==> config.mk <==
export PLATFORM = sky130hd
export DESIGN_NAME = phys_free_list
export DESIGN_NICKNAME = d
export VERILOG_FILES = /design/src/rtl/phys_free_list.sv
export SDC_FILE = /design/constraint.sdc
export NUM_CORES = 2
export LEC_CHECK = 0
export BUFFER_PORTS_ARGS = -buffer_cell sky130_fd_sc_hd__buf_2
export CELL_PAD_IN_SITES_DETAIL_PLACEMENT = 0
export CELL_PAD_IN_SITES_GLOBAL_PLACEMENT = 1
export CORE_MARGIN = 2
export CORE_UTILIZATION = 40
export CTS_CLUSTER_SIZE = 16
export DETAILED_ROUTE_END_ITERATION = 10
export PLACE_DENSITY = 0.62
export SLEW_MARGIN = 25
export SYNTH_ARGS = -nofsm -noshare
export SYNTH_HDL_FRONTEND = slang
export SYNTH_SLANG_ARGS = --single-unit
==> constraint.sdc <==
create_clock -name clk -period 4.7 [get_ports clk]
set_input_delay 0.47 -clock clk [delete_from_list [all_inputs] [get_ports clk]]
set_output_delay 0.47 -clock clk [all_outputs]
set_load 0.1 [all_outputs]
==> src/rtl/phys_free_list.sv <==
// Physical-register free list for rename.
// Circular list of free phys regs with a speculative head (alloc_ptr), a committed
// head (commit_ptr) and a tail fed by retiring uops' old phys regs. A flush rewinds
// the speculative head to the committed head in one cycle.
// Optional feature macro: FREE_LIST_RRAT_EN adds a retirement RAT with a read port.
module phys_free_list #(
  parameter int ARCHFILE_SIZE = 32,
  parameter int PHYSFILE_SIZE = 256,
  localparam int AW = $clog2(ARCHFILE_SIZE),
  localparam int PW = $clog2(PHYSFILE_SIZE)
) (
  input  logic          clk,
  input  logic          rst,
  input  logic          alloc_req,
  output logic [PW-1:0] alloc_phys,
  output logic          free_empty,
  output logic [PW:0]   free_count,
  input  logic          retire_uop,
  input  logic [AW-1:0] retire_dest_arch,
  input  logic [PW-1:0] retire_dest_phys,
  input  logic [PW-1:0] retire_dest_oldphys,
`ifdef FREE_LIST_RRAT_EN
  input  logic          except,
  input  logic [AW-1:0] rrat_rd_arch,
  output logic [PW-1:0] rrat_rd_phys
`else
  input  logic          except
`endif
);

  logic [PW-1:0] mem [PHYSFILE_SIZE];
  logic [PW:0]   alloc_ptr, commit_ptr, tail_ptr;
  logic [PW:0]   commit_ptr_next, alloc_ptr_next;
  logic          alloc_fire;

  // Emptiness is judged on current state only: a same-cycle retire is not bypassed.
  assign free_count      = tail_ptr - alloc_ptr;
  assign free_empty      = (free_count == '0);
  assign alloc_phys      = mem[alloc_ptr[PW-1:0]];
  assign alloc_fire      = alloc_req && !free_empty && !except;
  assign commit_ptr_next = commit_ptr + (PW+1)'(retire_uop);
  assign alloc_ptr_next  = except ? commit_ptr_next : alloc_ptr + (PW+1)'(alloc_fire);

  // Pointer update; a flush discards every allocation not yet retired.
  always_ff @(posedge clk) begin
    if (rst) begin
      alloc_ptr  <= '0;
      commit_ptr <= '0;
      tail_ptr   <= (PW+1)'(PHYSFILE_SIZE - ARCHFILE_SIZE);
    end else begin
      alloc_ptr  <= alloc_ptr_next;
      commit_ptr <= commit_ptr_next;
      if (retire_uop) tail_ptr <= tail_ptr + 1'b1;
    end
  end

  // List storage: reset fills the non-architectural regs, retires push old phys regs.
  always_ff @(posedge clk) begin
    if (rst) begin
      for (int i = 0; i < PHYSFILE_SIZE; i++)
        mem[i] <= (i < PHYSFILE_SIZE - ARCHFILE_SIZE) ? PW'(ARCHFILE_SIZE + i) : '0;
    end else if (retire_uop) begin
      mem[tail_ptr[PW-1:0]] <= retire_dest_oldphys;
    end
  end

`ifdef FREE_LIST_RRAT_EN
  logic [PW-1:0] rrat [ARCHFILE_SIZE];

  assign rrat_rd_phys = rrat[rrat_rd_arch];

  // Retirement RAT: identity at reset, updated with each retiring destination.
  always_ff @(posedge clk) begin
    if (rst) begin
      for (int i = 0; i < ARCHFILE_SIZE; i++) rrat[i] <= PW'(i);
    end else if (retire_uop) begin
      rrat[retire_dest_arch] <= retire_dest_phys;
    end
  end
`else
  logic unused_retire_fields;
  assign unused_retire_fields = ^{retire_dest_arch, retire_dest_phys};
`endif

`ifndef SYNTHESIS
  // Simulation checks on the retire stream.
  always @(posedge clk) begin
    if (!rst && retire_uop) begin
      assert (commit_ptr != alloc_ptr)
        else $error("phys_free_list: retire with no outstanding allocation");
`ifdef FREE_LIST_RRAT_EN
      assert (retire_dest_oldphys == rrat[retire_dest_arch])
        else $error("phys_free_list: retire oldphys does not match rrat");
`endif
    end
  end
`endif

endmodule

==> reports/metrics.cfg <==
[run_status]
status = finished, violations left
violations = negative setup slack

[finish]
syn2layout_area_growth_pct = 13.6
final_common_cell = edfxtp_1
stdcell_area_um2 = 108000
fillers = 20834
final_cell_mix = edfxtp_1 (2048), nor3_1 (684), nand2_1 (638)
drive_gt1_share_pct = 24.5
stdcell_count = 9754
utilization_pct = 45.8
nNetsFinal = 6457

[job]
maxCapViolations = 0

[worst_hold_path]
min_to = mem[158][1]
hold_start = retire_dest_oldphys[1]
hold_depth = 2
hold_path.class = primary input to flop

[placed_design]
port_buffers = 30
routabilityCongestion = 0.830
dp_slack_ps = 53.6
hpwl_um = 178000
dp_cells = 9268
dpl-instance-area_um2 = 99300

[timing]
rsz0062_at_grt = true
drv_slew = 0
hold_viol = 0
relSlewSlack_pct = 22.1
period_minus_slack_ps = 4710
fmax_ghz = 0.212
fin_crit_sh_pct = 100
tightestPinTransition_ps = 1170
setup_viol = 2
hold_ws_ps = 63.3
clock-skew-final_ps = 26.0
fin_ws_ps = -10.1

[synthesis]
synth_ff_type = edfxtp_1
synth_compound_area_share_pct = 1.47
netlist_top_cells_area = edfxtp_1 (65%), mux4_2 (14%), nor3_1 (3.6%)
ys_seq_area_share_pct = 65.3
synth-adder-area-share_pct = 0.232
synth-edff-count = 2048
ys_seq_elements = 2075
synth_cell_type_count = 59
synth_xor_xnor_area_share_pct = 0.212
synth_top_family_by_area = simple AND/OR/NAND/NOR gates
avgSynthCellArea_um2 = 14.6
syn-num-nets = 6557
ys_async_sr_fraction_pct = 0
syn_area_um2 = 95000
yosysWarningCount = 0
synth_top_cell_area_share_pct = 64.8
synth_simple_gate_area_share_pct = 14.9
muxShareOfSynthArea_pct = 14.5
yosys.area.top_type = edfxtp_1
synth_cells = 6514

[global_routing]
grt_usage_pct = 24.0
grt_max_degree = 156
grt_pass1_vias = 57650
grt-ovfl-total = 0
use_met2_pct = 39.1
grt_first_pass_wirelength_um = 423000
grt_antenna_before_repair = 11
use_met1_pct = 33.8
grt-busiest-layer = met2
use_met3_pct = 3.63

[setup_path]
critPathArrivalTime_ps = 4240
cp_max_fo = 8
crit_required_ps = 4230
end_kind = output pin
r2r-start = tail_ptr[0]
r2r_setup_slack_ps = 480
r2r_end = alloc_ptr[4]
start_kind = flop
r2r_cells = 17
crit_path_start = alloc_ptr[0]
crit_type = flop to output pin

[clock_network]
cts.reportedPaths.clkPinSlew_ps = 60
clk_latency_ps = 860
clock_path_buffers = 3
clkSinkCount = 2075
numCtsBuffers = 220
cts_max_level = 4
cts_tree = built
cts_root_buf = clkbuf_16

[die]
chipWidth_um = 491
io_pins = 44
core-area_um2 = 236000
rows = 178
floorplan.initialDensity_pct = 40.3
die_h_um = 491
die_area_um2 = 241000

[power_and_ir_drop]
cellLeakagePower_nw = 31.0
cellPowerDensity_nw_per_um2 = 387
ir_worst_vdd_mv = 0.437

[route]
ant_nets = 0
post_drt_via_cell_ratio = 5.87
drc_errors = 0
first_iter_violations = 5715
drt_pass1_iterations = 6
wl_per_cell_um = 30.1
num_vias = 57273
wirelength_um = 293000

## logic make-up after synthesis
logic type | after synthesis
adders and majority gates | 17
xor gates and xnor gates | 23
DFF | 2075
muxes | 666
buffers and inverters | 727
and+or+nand+nor | 2809
AOI/OAI and AO/OA | 197
## synth_stat cells (12+ instances only)
cell type	n
o21bai_1	13
mux4_2	571
or3_1	367
o22ai_1	19
nand2_1	650
a211oi_1	12
buf_2	48
and3_1	24
xnor2_1	14
mux2i_1	92
inv_1	19
a21oi_1	25
or2_2	251
buf_1	29
nand2b_1	18
nor2_1	338
ha_1	16
o221ai_1	12
nand3_1	54
o21ai_0	21
and2_1	387
a221oi_1	20
nor3_1	688
buf_4	22
buf_6	29
nor2b_1	14
clkbuf_1	577
edfxtp_1	2048
a22oi_1	33
dfxtp_1	27
## layout make-up
type / count / area [µm²] / share of cell area [%]
diodes: 7 / 17.5 / 0.0162
clock inverters: 130 / 921 / 0.854
repair buffers: 384 / 4470 / 4.14
inverters: 21 / 124 / 0.115
clock buffers: 275 / 5820 / 5.39
flip-flops and latches: 2075 / 62100 / 57.5
well taps: 3150 / 3940 / 3.65
multi-input cells: 3712 / 30500 / 28.3
## per-stage QoR
step	power, mW	TNS (ps)
floorplan	23.5	-5.52
global placement	25.0	-3.36
detailed placement	25.1	0
CTS	41.9	-153
global route	42.8	-114
finish	41.8	-14.5
## report_power, final
part	leakage, nW	total [mW]	internal (mW)	switching [mW]
Clock	3.29	16.7	9.21	7.45
Combinational	9.65	4.43	1.68	2.74
Sequential	18.0	20.7	20.6	0.107
Total	31.0	41.8	31.5	10.3
## per-layer routing
layer  wire, µm  vias up
met5          0        -
met4       7120        0
met3      19800      369
met2     142000     2044
met1     124000    30323
li1           -    24537
## worst max-delay path, stage by stage (launching register included)
cell       delay [ps]
dfxtp_4           370
buf_12            140
buf_16            180
buf_12            140
clkbuf_16         150
mux4_2            510
mux4_2            570
a22oi_2           230
o21ai_1           120
nor3_2            230
nor3_4            110
or3_4             390
buf_12            180
## state kept, by name, indices dropped and copies added (netlist names)
register	flops
tail_ptr	9
commit_ptr	9
alloc_ptr	9
mem	2048
## how the worst max path moves through the flow
| stage | end | slack, ps | cells after the start |
|---|---|---|---|
| 2_1_floorplan | free_empty | -6 | 13 |
| 3_3_place_gp | alloc_phys[3] | -3 | 12 |
| 3_5_place_dp | alloc_phys[3] | 50 | 12 |
| 4_1_cts | alloc_phys[6] | -60 | 13 |
| 5_1_grt | alloc_phys[2] | -50 | 12 |
| 6_report | alloc_phys[2] | -10 | 12 |
## timing repair
action,CTS,global route
gates cloned,17,3
setup endpoints to repair,8,9
hold buffers,5,0
resized for setup,123,39
setup buffers,34,15
pin swaps,7,10
endpoints found under the hold margin,12,0
No activity file was read; power rests on OpenSTA's default activity.
